**src/rtl/multicycle_control_unit.sv**
```systemverilog
// Multicycle control unit: FETCH/DECODE/EXECUTE/MEM/WRITEBACK/TRAP sequencer
// for a small RISC-V subset, with a sticky illegal-opcode trap and a retire counter.
`default_nettype none

module multicycle_control_unit (
    input  logic        clk,
    input  logic        rst,
    input  logic [31:0] instr,
    input  logic        mem_ready,
    input  logic        branch_cond,
    output logic        mem_req,
    output logic        mem_we,
    output logic        ir_write,
    output logic        pc_write,
    output logic        pc_src,
    output logic [1:0]  imm_sel,
    output logic        alu_src_b,
    output logic        reg_write,
    output logic        wb_sel,
    output logic        illegal_instr,
    output logic [31:0] instret
);

    localparam logic [6:0] c_OPC_LOAD   = 7'b0000011;
    localparam logic [6:0] c_OPC_OPIMM  = 7'b0010011;
    localparam logic [6:0] c_OPC_STORE  = 7'b0100011;
    localparam logic [6:0] c_OPC_BRANCH = 7'b1100011;
    localparam logic [6:0] c_OPC_OP     = 7'b0110011;

    typedef enum logic [2:0] {
        S_FETCH     = 3'd0,
        S_DECODE    = 3'd1,
        S_EXECUTE   = 3'd2,
        S_MEM       = 3'd3,
        S_WRITEBACK = 3'd4,
        S_TRAP      = 3'd5
    } state_t;

    state_t      state_q, state_d;
    logic [6:0]  opcode_q;
    logic        illegal_q;
    logic [31:0] instret_q;
    logic        retire;

    logic w_is_load, w_is_opimm, w_is_store, w_is_branch, w_is_op, w_legal;
    logic w_unused;

    assign w_is_load   = (opcode_q == c_OPC_LOAD);
    assign w_is_opimm  = (opcode_q == c_OPC_OPIMM);
    assign w_is_store  = (opcode_q == c_OPC_STORE);
    assign w_is_branch = (opcode_q == c_OPC_BRANCH);
    assign w_is_op     = (opcode_q == c_OPC_OP);
    assign w_legal     = w_is_load | w_is_opimm | w_is_store | w_is_branch | w_is_op;
    assign w_unused    = ^instr[31:7];

    always_comb begin
        state_d   = state_q;
        mem_req   = 1'b0;
        mem_we    = 1'b0;
        ir_write  = 1'b0;
        pc_write  = 1'b0;
        pc_src    = 1'b0;
        imm_sel   = 2'd3;
        alu_src_b = 1'b0;
        reg_write = 1'b0;
        wb_sel    = 1'b0;
        retire    = 1'b0;

        case (state_q)
            S_FETCH: begin
                mem_req = 1'b1;
                if (mem_ready) begin
                    ir_write = 1'b1;
                    pc_write = 1'b1;
                    state_d  = S_DECODE;
                end
            end
            S_DECODE: state_d = w_legal ? S_EXECUTE : S_TRAP;
            S_EXECUTE: begin
                if (w_is_branch) begin
                    pc_write = branch_cond;
                    pc_src   = branch_cond;
                    retire   = 1'b1;
                    state_d  = S_FETCH;
                end else if (w_is_load || w_is_store) begin
                    state_d = S_MEM;
                end else begin
                    state_d = S_WRITEBACK;
                end
            end
            S_MEM: begin
                mem_req = 1'b1;
                mem_we  = w_is_store;
                if (mem_ready) begin
                    retire  = w_is_store;
                    state_d = w_is_store ? S_FETCH : S_WRITEBACK;
                end
            end
            S_WRITEBACK: begin
                reg_write = 1'b1;
                wb_sel    = w_is_load;
                retire    = 1'b1;
                state_d   = S_FETCH;
            end
            S_TRAP:  state_d = S_TRAP;
            default: state_d = S_FETCH;
        endcase

        // Datapath selects follow the latched opcode only while an instruction is in flight.
        if (state_q == S_DECODE || state_q == S_EXECUTE ||
            state_q == S_MEM || state_q == S_WRITEBACK) begin
            if (w_is_load || w_is_opimm) begin
                imm_sel   = 2'd0;
                alu_src_b = 1'b1;
            end else if (w_is_store) begin
                imm_sel   = 2'd1;
                alu_src_b = 1'b1;
            end else if (w_is_branch) begin
                imm_sel   = 2'd2;
            end
        end

        if (rst) begin
            state_d   = S_FETCH;
            mem_req   = 1'b0;
            mem_we    = 1'b0;
            ir_write  = 1'b0;
            pc_write  = 1'b0;
            pc_src    = 1'b0;
            imm_sel   = 2'd3;
            alu_src_b = 1'b0;
            reg_write = 1'b0;
            wb_sel    = 1'b0;
            retire    = 1'b0;
        end
    end

    always_ff @(posedge clk) begin
        if (rst) begin
            state_q   <= S_FETCH;
            opcode_q  <= 7'd0;
            illegal_q <= 1'b0;
            instret_q <= 32'd0;
        end else begin
            state_q <= state_d;
            if (ir_write) begin
                opcode_q <= instr[6:0];
            end
            if (state_d == S_TRAP) begin
                illegal_q <= 1'b1;
            end
            if (retire) begin
                instret_q <= instret_q + 32'd1;
            end
        end
    end

    assign illegal_instr = illegal_q;
    assign instret       = instret_q;

endmodule

`default_nettype wire

```
**config.mk**
```make
export PLATFORM = sky130hd
export DESIGN_NAME = multicycle_control_unit
export DESIGN_NICKNAME = d
export VERILOG_FILES = /design/src/rtl/multicycle_control_unit.sv
export SDC_FILE = /design/constraint.sdc
export NUM_CORES = 1
export LEC_CHECK = 0
export ABC_AREA = 1
export BUFFER_PORTS_ARGS = -buffer_cell sky130_fd_sc_hd__buf_4
export CAP_MARGIN = 5
export CORE_MARGIN = 2
export CORE_UTILIZATION = 52
export CTS_CLUSTER_DIAMETER = 200
export DETAILED_ROUTE_END_ITERATION = 6
export PLACE_DENSITY = 0.92
export SLEW_MARGIN = 20
export SYNTH_ARGS = -nofsm -noshare
export SYNTH_HDL_FRONTEND = slang
export SYNTH_SLANG_ARGS = --single-unit
```
**constraint.sdc**
```tcl
create_clock -name clk -period 1.6 [get_ports clk]
set_input_delay 0.08 -clock clk [delete_from_list [all_inputs] [get_ports clk]]
set_output_delay 0.08 -clock clk [all_outputs]
set_load 0.05 [all_outputs]
```
==> run metrics, run 1 <==
status finished clean; crit start category flop; Total Wirelength between 7000 and 8000 um; Post-Synthesis Cells ~450; largest area contributor in the netlist dfxtp_1; CP Data Arrival Time between 1 and 1.5 ns; routability cong. between 0.8 and 0.9; DRC 0; post-route insts no fill between 500 and 600; Top-Level Pins 79; final setup fails 0; Req. time, crit path around 1.5 ns; Longest Clk Path Bufs 2; Post-Place Cells 576; # clock sinks 43; Max Freq 644 MHz; final hold viol count 0; most frequent cells in the layout 162 x nand2_1, 72 x nor2_1, 63 x buf_4; via count roughly 3.2k; Hold Crit Depth 3; VDD IR max between 0.0006 and 0.0007 V; FP Rows 26; top post-synthesis cells by area dfxtp_1 32%, nand2_1 24%, nor2_1 12%; Buffers on Ports 53; max-slew violations 0; Area after DPL ~3300 sq um; Seq/Total Area, Yosys between 30 and 40%; Initial Util a little over half; critical path class flop to primary output; Detailed Route Iter0 Violations roughly 200; worst skew pair latency roughly 0.31 ns; largest fanout on the critical path 5; CTS root buffer clkbuf_8; max_cap viols 0; DP HPWL between 5000 and 6000 um; Fin Hold WS approximately 0.026 ns; initial antenna violation count 0; fraction of layout cells with a size suffix above 1 between 20 and 30%; PwrDens between 600 and 700 nW/um^2; Seq cells post-synth 43; GRT Total Usage ~25%; area of the core roughly 5000 sq um; Critical Path Sink Type primary output; worst slew pin tran about 0.37 ns; Reg2Reg Depth 9; yosys warns 0; Slew headroom 75.0%; top cell type's share of synthesized area about a third; period utilization 97.0%; CTS Buf Count 5; area grow syn2layout 35.0%; die area 5760 sq um; Overflow after GRT 0; Max Clock Skew between 0.007 and 0.008 ns; most common cell after layout, fill and taps aside nand2_1; worst min path class input pin to flop; largest net degree at the start of global routing 24; syn_area_per_cell around 6.0 sq um; Post-Syn Area 2690 sq um; antenna cell count 0; fin area around 3600 sq um; final antenna-violating net count 0; Die Wd 75.9 um; minimum clock period 1.55 ns; global-route wire length before repair roughly 12000 um; vias per inst 5.37; P_leak roughly 1.4 nW; CTS tree built; routed len/inst between 10 and 15 um; H-tree Lvls 2; Total Power between 0.002 and 0.0025 W; Die Ht about 76 um; RSZ-0062 raised after global routing true; CTS clk-pin slew, worst paths around 0.080 ns; First-pass DRT Iterations 5; syn nets 488; Netlist cell types 30; vias in the first global route ~2.7k; fin nets approximately 560
## worst max-delay path, stage by stage, from the launching register on
cell,delay (ns)
dfxtp_2,0.36
nor2_2,0.16
nand2_2,0.11
nor2_4,0.11
nor2_1,0.07
inv_1,0.08
o21ai_2,0.07
inv_2,0.06
buf_6,0.15
## Yosys cell counts (all sizes together)
master  instances
nand2         175
nor2           92
nand4           2
nand3          23
xnor2           5
inv            28
nor3            9
ha              1
xor2            1
nand3b         13
clkbuf          5
a21oi          32
buf             7
dfxtp          43
a31oi           1
o21bai          1
o21a            1
clkinv          2
a211oi          4
o21ai           6
## report_power, final
part | internal (W) | switching (W) | total (W)
registers | 0.00109 | 0.0000271 | 0.00112
clock network | 0.000395 | 0.000389 | 0.000784
logic | 0.0000982 | 0.000183 | 0.000281
## cell families after synthesis
group,after synthesis,synth area share [%]
buffers and inverters,42,6.47
AOI/OAI and AO/OA,45,9.40
xor gates and xnor gates,6,1.95
and+or+nand+nor,314,49.7
adders and majority gates,1,0.465
DFF,43,32.0
## path summary, 6_finish.rpt
path / from / end / slack, ns
worst max register to register: instret[0] / instret[8] / 0.08
worst min register to register: illegal_instr / illegal_instr / 0.46
worst max-delay path: state_q[1] / alu_src_b / 0.05
worst min-delay path: instr[0] / opcode_q[0] / 0.03
## layer usage
layer  vias up  share of wire, %  GRT usage, %
met5         -                 0             0
met4         0               3.7          12.0
met3        28               6.6          5.48
met2       150                50          45.6
met1      1432                40          28.0
li1       1567                 -             -
## state kept, by name (all words and copies together) (netlist names)
signal	count
illegal_instr	1
instret	32
state_q	3
opcode_q	7
## what timing repair did
item,in CTS,in global routing
pin swaps,0,10
resized for setup,2,51
cloned,0,1
endpoints found under the hold margin,1,0
endpoints found under the setup margin,4,37
setup buffers,0,6
hold buffers,1,0
## area by class of cell
type	instances	area (sq um)
clock buffer	8	100
multi-input combinational	367	1830
tap	70	87.6
sequential	43	887
inverter	30	113
timing repair buffer	74	613
fill	401	1410
## through the flow
stage / worst slack (ns) / setup TNS (ns) / utilization, %
after floorplan: 0.00527 / 0 / -
after global placement: 0.100 / 0 / 65.0
after detailed placement: 0.0443 / 0 / 65.0
after CTS: -0.00644 / -0.00644 / 67.3
after global routing: -0.0275 / -0.142 / 72.0
final: 0.0476 / 0 / 72.0
Note: power is estimated with default switching activity, not from simulation.
==> inputs of run 2 (changes only) <==
--- a/config.mk
+++ b/config.mk
@@ -5,14 +5,14 @@
 export SDC_FILE = /design/constraint.sdc
 export NUM_CORES = 1
 export LEC_CHECK = 0
-export ABC_AREA = 1
+export ABC_AREA = 0
 export BUFFER_PORTS_ARGS = -buffer_cell sky130_fd_sc_hd__buf_4
 export CAP_MARGIN = 5
 export CORE_MARGIN = 2
-export CORE_UTILIZATION = 52
+export CORE_UTILIZATION = 49
 export CTS_CLUSTER_DIAMETER = 200
 export DETAILED_ROUTE_END_ITERATION = 6
-export PLACE_DENSITY = 0.92
+export PLACE_DENSITY = 0.91
 export SLEW_MARGIN = 20
 export SYNTH_ARGS = -nofsm -noshare
 export SYNTH_HDL_FRONTEND = slang
==> run 2 against run 1 <==
  * The run now ends with negative setup slack left
  * Die area down 13%
  * Wire length grew 45%
  * Combinational power grew 25%
  * Via count decreased by 5.5%
  * Clock skew grew 0.0013 ns
  * Largest power group unchanged
  * Flip-flop and latch count did not move
  * Sequential power is essentially flat
  * Sequential share of layout area down 1.2 points
  * Clock power fell by 13%
==> run metrics, run 2 <==
yosys warns 0 (unchanged); hold-fix buffer count after cts 0 (-1); Max Freq 421 MHz (-35%); largest net degree at the start of global routing 36 (+50%); number of enable flip-flop cells after synthesis 0 (unchanged); die area 5020 sq um (-13%); final antenna-violating net count 0 (unchanged); pre-CTS WS -0.694 ns (-0.738 ns); Async SR Flop Fraction 0% (unchanged); routed len/inst 25.3 um (+90%); vias in the first global route 2791 (+1.5%); Seq cells post-synth 43 (unchanged); final hold viol count 0 (unchanged); Post-Syn Area 2190 sq um (-18%); GRT Total Usage 39.2% (+14 points); Req. time, crit path 1.84 ns (+0.32 ns); syn_area_per_cell 8.03 sq um (+35%); CTS root buffer clkbuf_8; VDD IR max 0.000697 V (+11%); initial antenna violation count 0 (unchanged); largest fanout on the critical path 4 (-1); routability cong. 0.905 (+0.73%); CP Data Arrival Time 2.61 ns (+1.14 ns); fin area 3780 sq um (+4.0%); most frequent cells in the layout 115 x buf_4, 35 x nand2_1, 29 x dfxtp_1; worst skew pair latency 0.31 ns (about the same); First-pass DRT Iterations 5 (unchanged); global-route wire length before repair 14800 um (+24%); Top FF cell, synth dfxtp_1; final setup fails 44 (+44); GRT met2 Usage 64.9% (+19 points); antenna cell count 0 (unchanged); period utilization 149% (+52 points); H-tree Lvls 2 (unchanged); PwrDens 568 nW/um^2 (-5.6%); Area after DPL 3230 sq um (-1.6%); Seq pwr share 51.7% (+0.4 points); GRT Max-Usage Layer met2; Critical Path Sink Type flop; Die Wd 70.9 um (-6.6%); area of the core 4320 sq um (-14%); worst slew pin tran 0.480 ns (+0.106 ns); largest area contributor in the netlist dfxtp_1; Buffers on Ports 53 (unchanged); most common cell after layout, fill and taps aside buf_4; syn nets 310 (-36%); part of the power in the clock network 31.9% (-4.0 points); max-slew violations 0 (unchanged); DRC 0 (unchanged); CTS clk-pin slew, worst paths 0.08 ns (about the same); via count 3003 (-5.5%); vias per inst 6.67 (+24%); dominant cell by count in the synthesized netlist dfxtp_1; met1 Use GR 43.4% (+15 points); Initial Util 50.7% (-2.6 points); Overflow after GRT 0 (unchanged); fin nets 434 (-22%); Internal 0.00153 W (-3.7%); met3 Track Usage GR 10.7% (+5.2 points); top post-synthesis cells by area dfxtp_1 39%, nand2_1 6.3%, a21oi_1 6.2%; max reg flops 32 (unchanged); Final WS setup -0.778 ns (-0.826 ns); Switch Pwr 0.000617 W (+3.0%); Seq/Total Area, Yosys 39.3% (+7.3 points); top cell type's share of synthesized area 39.3% (+7.3 points); P_leak 1.46 nW (+3.6%); Post-Synthesis Cells 273 (-39%); Longest Clk Path Bufs 2 (unchanged); FP Rows 24 (-7.7%); Die Ht 70.9 um (-6.6%); DP HPWL 5290 um (-3.4%); logic gate share of total power 16.4% (+3.5 points); CTS tree built; Top-Level Pins 79 (unchanged); crit start category flop; Detailed Route Iter0 Violations 377 (+91%); status finished with violations; failing checks negative setup slack; Max Clock Skew 0.00881 ns (+0.00128 ns); Sw Ratio 28.8% (+1.4 points); # fillers 208 (-48%); Slew headroom 67.7% (-7.3 points); CTS Buf Count 5 (unchanged); critical path class flop to flop; Total Wirelength 11400 um (+45%); # clock sinks 43 (unchanged); Netlist cell types 43 (+43%); Post-synth top cells 43 x dfxtp_1, 37 x nand2_1, 27 x a21oi_1; minimum clock period 2.38 ns (+0.826 ns); TNS Setup -20.33 ns (-20.33 ns); area grow syn2layout 72.3%; RSZ-0062 raised after global routing true; max_cap viols 0 (unchanged); worst min path class input pin to flop; fraction of layout cells with a size suffix above 1 50.8% (+22 points)
[run 2: worst max-delay path, stage by stage (launching register included)]
cell and delay (ns):
dfxtp_2 0.34, nand2b_1 0.14, a2111o_1 0.47, buf_4 0.16
a2111o_1 0.47, or4_1 0.55, a21oi_1 0.18
[run 2: what timing repair did]
action | in CTS | in global routing
gates cloned | 1 | 0
setup buffers | 6 | 6
pin swaps | 20 | 15
endpoints found under the setup margin | 41 | 45
resized for setup | 46 | 26
[run 2: worst paths after layout]
path,slack [ns],depth (start not counted),startpoint,end
max,-0.78,6,state_q[0],instret[24]
min,0.03,3,instr[5],opcode_q[5]
max reg2reg,-0.78,6,state_q[0],instret[24]
min reg2reg,0.48,2,illegal_instr,illegal_instr
[run 2: power by group through the flow]
| stage | logic, W | registers (W) | clock network (W) |
|---|---|---|---|
| floorplan | 0.000146 | 0.00114 | 0 |
| global placement | 0.000258 | 0.00112 | 0 |
| detailed placement | 0.000270 | 0.00113 | 0 |
| CTS | 0.000296 | 0.00110 | 0.000677 |
| global route | 0.000364 | 0.00111 | 0.000725 |
| finish | 0.000352 | 0.00111 | 0.000684 |
[run 2: cell families (layout without fill, tap and decap cells)]
group,after synthesis,in the layout,share of synthesized area [%]
compound gates,58,59,17.5
mux,5,5,2.57
buf+inv,25,149,4.45
simple gates,126,126,29.6
xor+xnor,14,14,5.59
fa+ha+maj,2,2,1.03
flops,43,43,39.3
[run 2: final cells by class]
cell class | instances | area, sq um | area share (%)
Multi-Input combinational cell | 206 | 1640 | 43.4
Inverter | 9 | 37.5 | 0.994
Sequential cell | 43 | 878 | 23.3
Clock buffer | 7 | 76.3 | 2.02
Tap cell | 52 | 65.1 | 1.72
Timing Repair Buffer | 132 | 1070 | 28.5
Clock inverter | 1 | 5.00 | 0.133
[run 2: per-layer routing]
| layer | vias to the layer above | part of all wire [%] |
|---|---|---|
| met5 | - | 0 |
| met4 | 0 | 8.6 |
| met3 | 93 | 10 |
| met2 | 289 | 47 |
| met1 | 1384 | 35 |
| li1 | 1237 | - |
[run 2: through the flow]
| step | power [W] | hold slack [ns] | utilization, % | cells |
|---|---|---|---|---|
| floorplan | 0.00129 | 0.216 | - | 273 |
| detailed placement | 0.00140 | 0.336 | 74.6 | 430 |
| finish | 0.00214 | 0.0349 | 87.3 | 450 |
| CTS | 0.00208 | 0.0258 | 83.5 | 445 |
| global route | 0.00220 | 0.0408 | 87.3 | 450 |
| global placement | 0.00138 | 0.338 | 74.6 | 430 |
